==> config.mk <==
export PLATFORM = sky130hd
export DESIGN_NAME = debounce_pulse_flat
export DESIGN_NICKNAME = d
export VERILOG_FILES = /design/src/rtl/debounce_pulse_if.sv /design/src/rtl/debounce_pulse.sv /design/src/flat_wrapper.sv
export SDC_FILE = /design/constraint.sdc
export NUM_CORES = 1
export LEC_CHECK = 0
export BUFFER_PORTS_ARGS = -buffer_cell sky130_fd_sc_hd__buf_2
export CORE_MARGIN = 2
export CORE_UTILIZATION = 30
export CTS_CLUSTER_SIZE = 16
export DETAILED_ROUTE_END_ITERATION = 10
export GPL_TIMING_DRIVEN = 0
export PLACE_DENSITY = 0.5
export SYNTH_ARGS = -nofsm -noshare
export SYNTH_HDL_FRONTEND = slang
export SYNTH_SLANG_ARGS = --single-unit
==> constraint.sdc <==
create_clock -name clk -period 3.4 [get_ports clk]
set_input_delay 0.85 -clock clk [delete_from_list [all_inputs] [get_ports clk]]
set_output_delay 0.85 -clock clk [all_outputs]
set_load 0.01 [all_outputs]
==> src/rtl/debounce_pulse_if.sv <==
// Button-side signal bundle for the debounce stage: raw button in,
// accepted-press pulse and debounced level out.
interface debounce_pulse_if;
    logic btn_in;
    logic tick_out;
    logic level_out;

    modport master (
        output btn_in,
        input  tick_out,
        input  level_out
    );

    modport slave (
        input  btn_in,
        output tick_out,
        output level_out
    );
endinterface

==> src/rtl/debounce_pulse.sv <==
// Synchronises and debounces a raw push-button, exporting the stable level
// and a one-cycle tick per accepted press (never on release).
module debounce_pulse #(
    parameter int STABLE_CYCLES = 16,
    parameter int CNT_W         = 5
) (
    input  logic             clk,
    input  logic             rst,
    debounce_pulse_if.slave  bus
);

    typedef enum logic [1:0] {
        S_LOW,
        S_WAIT_HIGH,
        S_HIGH,
        S_WAIT_LOW
    } state_e;

    localparam logic [CNT_W-1:0] CNT_LAST = CNT_W'(STABLE_CYCLES - 1);

    logic             s1_q;
    logic             s2_q;
    state_e           state_q, state_d;
    logic [CNT_W-1:0] cnt_q,   cnt_d;
    logic             tick_q,  tick_d;
    logic             level_q, level_d;

    always_ff @(posedge clk or posedge rst) begin
        if (rst) begin
            s1_q <= 1'b0;
            s2_q <= 1'b0;
        end else begin
            s1_q <= bus.btn_in;
            s2_q <= s1_q;
        end
    end

    always_ff @(posedge clk or posedge rst) begin
        if (rst) begin
            state_q <= S_LOW;
            cnt_q   <= '0;
            tick_q  <= 1'b0;
            level_q <= 1'b0;
        end else begin
            state_q <= state_d;
            cnt_q   <= cnt_d;
            tick_q  <= tick_d;
            level_q <= level_d;
        end
    end

    // A reversal of the sample always wins over counter completion, so a level
    // is only accepted if it still holds on the final counted cycle.
    always_comb begin
        state_d = state_q;
        cnt_d   = cnt_q;
        tick_d  = 1'b0;
        case (state_q)
            S_LOW: begin
                if (s2_q) begin
                    state_d = S_WAIT_HIGH;
                    cnt_d   = '0;
                end
            end
            S_WAIT_HIGH: begin
                if (!s2_q) begin
                    state_d = S_LOW;
                end else if (cnt_q == CNT_LAST) begin
                    state_d = S_HIGH;
                    tick_d  = 1'b1;
                end else begin
                    cnt_d = cnt_q + CNT_W'(1);
                end
            end
            S_HIGH: begin
                if (!s2_q) begin
                    state_d = S_WAIT_LOW;
                    cnt_d   = '0;
                end
            end
            S_WAIT_LOW: begin
                if (s2_q) begin
                    state_d = S_HIGH;
                end else if (cnt_q == CNT_LAST) begin
                    state_d = S_LOW;
                end else begin
                    cnt_d = cnt_q + CNT_W'(1);
                end
            end
            default: state_d = S_LOW;
        endcase
        level_d = (state_d == S_HIGH) || (state_d == S_WAIT_LOW);
    end

    assign bus.tick_out  = tick_q;
    assign bus.level_out = level_q;

endmodule
==> src/flat_wrapper.sv <==
// flat-port wrapper written by rule: the top's interface ports become plain ports
module debounce_pulse_flat 
#(
    parameter int STABLE_CYCLES = 16,
    parameter int CNT_W         = 5
)
  (clk, rst, bus_btn_in, bus_tick_out, bus_level_out);
  debounce_pulse_if bus_i ();
  input  logic clk;
  input  logic rst;
  input wire logic [$bits(bus_i.btn_in)-1:0] bus_btn_in;
  output wire logic [$bits(bus_i.tick_out)-1:0] bus_tick_out;
  output wire logic [$bits(bus_i.level_out)-1:0] bus_level_out;
  assign bus_i.btn_in = bus_btn_in;
  assign bus_tick_out = bus_i.tick_out;
  assign bus_level_out = bus_i.level_out;
  debounce_pulse #(.STABLE_CYCLES(STABLE_CYCLES), .CNT_W(CNT_W)) u_core (.clk(clk), .rst(rst), .bus(bus_i));
endmodule
=== After elaboration in Yosys (flattened, before gate mapping) ===
Index checks and enable logic that the tools add are counted.

* Add/subtract/negate cells: 1
* Equality and inequality tests: 10
* Multiplexer cells: 16
* Reduce and logical (&&, ||, !) cells: 3

{| class="wikitable"
|+ Operators by type and width
! kind !! count
|-
| $mux 5 || 5
|-
| $pmux 5 s4 || 1
|-
| $mux 2 || 6
|-
| $eq 2x2->1 const B || 4
|-
| $pmux 2 s4 || 1
|-
| $add 5x1->5 const B || 1
|-
| $eq 5x4->1 const B || 1
|-
| $ne 2x1->1 const B || 2
|-
| $ne 2x2->1 const B || 2
|-
| $reduce_and 4->1 || 1
|-
| $mux 1 || 3
|-
| $eq 2x1->1 const B || 1
|-
| $logic_not 2->1 || 1
|-
| $logic_or 1x1->1 || 1
|}

* Register bits after elaboration: 11
* Bits of input ports: 3
* Output and inout bits: 2
* Logic and storage cells: 36

=== Longest topological paths before layout ===
* Depth after elaboration: 6
* Gate-level depth with buffers: 7

=== Least setup slack after synthesis ===
Ideal clock, no wire load.

* Kind: flip-flop to flip-flop
* Start: register u_core.cnt_q[0]
* End: register u_core.cnt_q[4]
* Setup time: 126 ps
* Arrival: 1540 ps
* Setup slack: 1734 ps
* Stages on the path, launching flop included: 8
* Path buffers: 0
* Path through: dfrtp_1 > ha_1 > and3_1 > ha_1 > and2_1 > or2_2 > inv_1 > o21ai_0

* Word-level cells in the longest chain between the ends: 4
* Elaborated cells on any way between the ends: 6

{| class="wikitable"
|+ RTL lines
! item !! line !! source
|-
| from (decl) || debounce_pulse.sv:24 || <nowiki>logic [CNT_W-1:0] cnt_q, cnt_d;</nowiki>
|-
| from (signal assigned) || debounce_pulse.sv:46 || <nowiki>cnt_q <= cnt_d;</nowiki>
|-
| $add 5x1->5 or $eq 5x4->1 (tied branches) || n/a ||
|-
| $mux 5 (*) || debounce_pulse.sv:68, debounce_pulse.sv:84 ||
|-
| $mux 5 (on tied branches) || debounce_pulse.sv:82, debounce_pulse.sv:66 ||
|-
| $pmux 5 s4 (*) || debounce_pulse.sv:58 || <nowiki>case (state_q)</nowiki>
|}

Mark *: on every way between the ends. The rest lies on a longest branch, timed or not. The select of a mux whose other input is x is not followed.
A chain may end at the register's enable or synchronous reset.

=== Worst setup path in the final report ===
Same ends and word-level chain as after synthesis.

==> results.txt <==
outcome - finished, final reports clean
critical path, cell by cell - ha_1 > and3_1 > ha_1 > and2_1 > or2_2 > inv_1 > o21ai_0
CTS Hold Bufs - 0
YS warnings - 0
Port Buf Inserts - 4
post-cts repair resize count - 0
Arr. time, crit path - 1940 ps
CTS tree - yes
Routed WL - 721 µm
total CTS buffers - 3
worst r2r path cells - 7
nets@finish - 57
largest net degree at the start of global routing - 12
register area share after synthesis - 57.0%
Post-Syn Area - 483 µm²
grt total ovfl - 0
Worst Path Required - 3550 ps
Sink Count - 11
switch share - 22.9%
WL per Instance - 10.8 µm
starting density of the core - 32.1%
CP max stage cell - dfrtp_1
H-Tree Depth - 1
most frequent CP cell - ha_1
Hold Violations, Final - 0
syn avg cell area - 11.2 µm²
setup bufs post-CTS - 0
cells after synthesis - 43
CP bufs+invs - 1
Critical Path Sink Type - flip-flop
antenna diode count - 0
ys flop type - dfrtp_1
Post-synth ARST share - 100%
initial DRC count - 0
cell leakage power - 0.265 nW
Max transition margin - 60.5%
Worst-path clk slew - 70 ps
area grow syn2layout - 13.7%
Period minus WS final - 1790 ps
crit path kind - flip-flop to flip-flop
Post-DP HPWL - 520 µm
die height - 44.1 µm
Skew-Pair Late Insertion Delay - 260 ps
Slew @ Worst Pin - 588 ps
# IOs - 5
EDFF count, synth - 0
switching power - 0.0562 mW
first-pass GRT wire length - 1350 µm
Die X - 44.1 µm
HP Class - flip-flop to flip-flop
hold endpoint - u_core.s2_q
Reg power frac - 57.5%
hold path depth - 0
fmax - 0.558 GHz
ratio of cells with drive above 1 in the final layout - 21.6%
worst vdd ir - 0.000230 V
RSZ-0062 raised after global routing - no
Row Count - 14
GRT Overall Usage - 9.84%
Max FO, Critical Path - 4
CP startpoint kind - flip-flop
Via Count - 321
Final Cycle Share - 52.8%
worst clock skew - 2.80 ps
RD Place Congestion - 0.752
Internal - 0.189 mW
hold_sp - u_core.s1_q
endpoints failing setup - 0
design area - 549 µm²
R2R Path Start - u_core.cnt_q[0]
fillcell total - 163
initial antenna violation count - 0
FF-to-FF setup slack - 1610 ps
die area - 0.00195 mm²
PD cells - 447 mW/mm²
Worst path top cell family by delay - simple AND/OR/NAND/NOR gates
DRC viols - 0
terminus of the critical flop-to-flop path - u_core.cnt_q[4]
CTS Buffer Depth - 2
DP Area - 523 µm²
Max-cap violations - 0
Comb power frac - 7.1%
Cell variety after synth - 20
Fin Setup TNS - 0 ps
core area - 0.00151 mm²
Routed Antenna Nets - 0
number of global-route vias before repair - 314
DR vias/cell - 4.79
Root Driver - clkbuf_4
Seq cells post-synth - 11
Syn Nets - 48
max incr delay on CP - 400 ps
DR pass1 iterations - 1
clock network power share - 35.5%
Final Max Tran Viols - 0
-- final cells by class --
class                      instances  area [µm²]  area share, %
sequential                        11         275           50.1
multi-input combinational         27         188           34.2
clock buffer                       4        26.3           4.78
timing repair buffer               4        20.0           3.64
tap                               16        20.0           3.64
inverter                           4        15.0           2.73
buffer                             1        5.00          0.911
-- registers in the layout (all words and copies together), names as in the netlist --
signal / flops
u_core.s1_q: 1
u_core.cnt_q: 5
u_core.bus.tick_out: 1
u_core.bus.level_out: 1
u_core.state_q: 2
u_core.s2_q: 1
-- power groups by stage --
stage | clock network, mW | logic, mW | registers [mW]
after CTS | 0.0933 | 0.0180 | 0.141
final | 0.0870 | 0.0173 | 0.141
after detailed placement | 0 | 0.0179 | 0.144
after floorplan | 0 | 0.0137 | 0.142
after global routing | 0.0995 | 0.0210 | 0.142
after global placement | 0 | 0.0176 | 0.143
-- per-layer routing --
metal  GRT usage, %  part of all wire (%)
met1           12.2                    47
met3           3.67                   2.6
met4           7.27                     0
met5              0                     0
met2           13.8                    51
-- per-stage QoR --
| stage | worst slack (ps) | hold slack, ps | instances | util (%) | power (mW) |
|---|---|---|---|---|---|
| floorplan | 1730 | 331 | 43 | - | 0.156 |
| global placement | 1600 | 343 | 63 | 34.7 | 0.161 |
| detailed placement | 1610 | 338 | 63 | 34.7 | 0.161 |
| CTS | 1600 | 362 | 67 | 36.5 | 0.252 |
| global route | 1470 | 386 | 67 | 36.5 | 0.262 |
| finish | 1610 | 359 | 67 | 36.5 | 0.245 |
-- synthesized netlist by cell type (2+ instances only) --
cell,instances,area share [%]
nand2_1,3,2.3
o21ai_0,6,6.2
mux2_2,2,4.7
dfrtp_1,11,57
inv_1,4,3.1
nand2b_1,2,2.6
ha_1,2,5.2
-- kinds of logic (layout without fill, tap and decap cells) --
family | count (synthesis) | count (layout) | synth area share (%)
AO/OA/AOI/OAI | 9 | 9 | 10.6
multiplexers | 3 | 3 | 6.74
XOR/XNOR | 1 | 1 | 1.81
buffers and inverters | 5 | 13 | 4.14
AND/OR/NAND/NOR | 12 | 12 | 14.5
adder cells (fa/ha/maj) | 2 | 2 | 5.18
flip-flops | 11 | 11 | 57.0
-- cells in the final DEF, fill, tap and decap left out, types with 2 or more instances in the layout --
| master | instances |
|---|---|
| ha_1 | 2 |
| clkbuf_4 | 3 |
| buf_2 | 4 |
| inv_1 | 4 |
| mux2_2 | 2 |
| nand2b_1 | 2 |
| nand2_1 | 3 |
| o21ai_0 | 6 |
| dfrtp_1 | 11 |
-- worst max-delay path by stage --
stage               startpoint              end  slack [ps]  cells past startpoint
2_1_floorplan  u_core.cnt_q[0]  u_core.cnt_q[4]        1730                      7
5_1_grt        u_core.cnt_q[0]  u_core.cnt_q[1]        1470                      6
3_3_place_gp   u_core.cnt_q[0]  u_core.cnt_q[1]        1600                      6
3_5_place_dp   u_core.cnt_q[0]  u_core.cnt_q[4]        1610                      7
4_1_cts        u_core.cnt_q[0]  u_core.cnt_q[1]        1600                      6
6_report       u_core.cnt_q[0]  u_core.cnt_q[4]        1610                      7
Note: power is estimated with default switching activity, not from simulation.
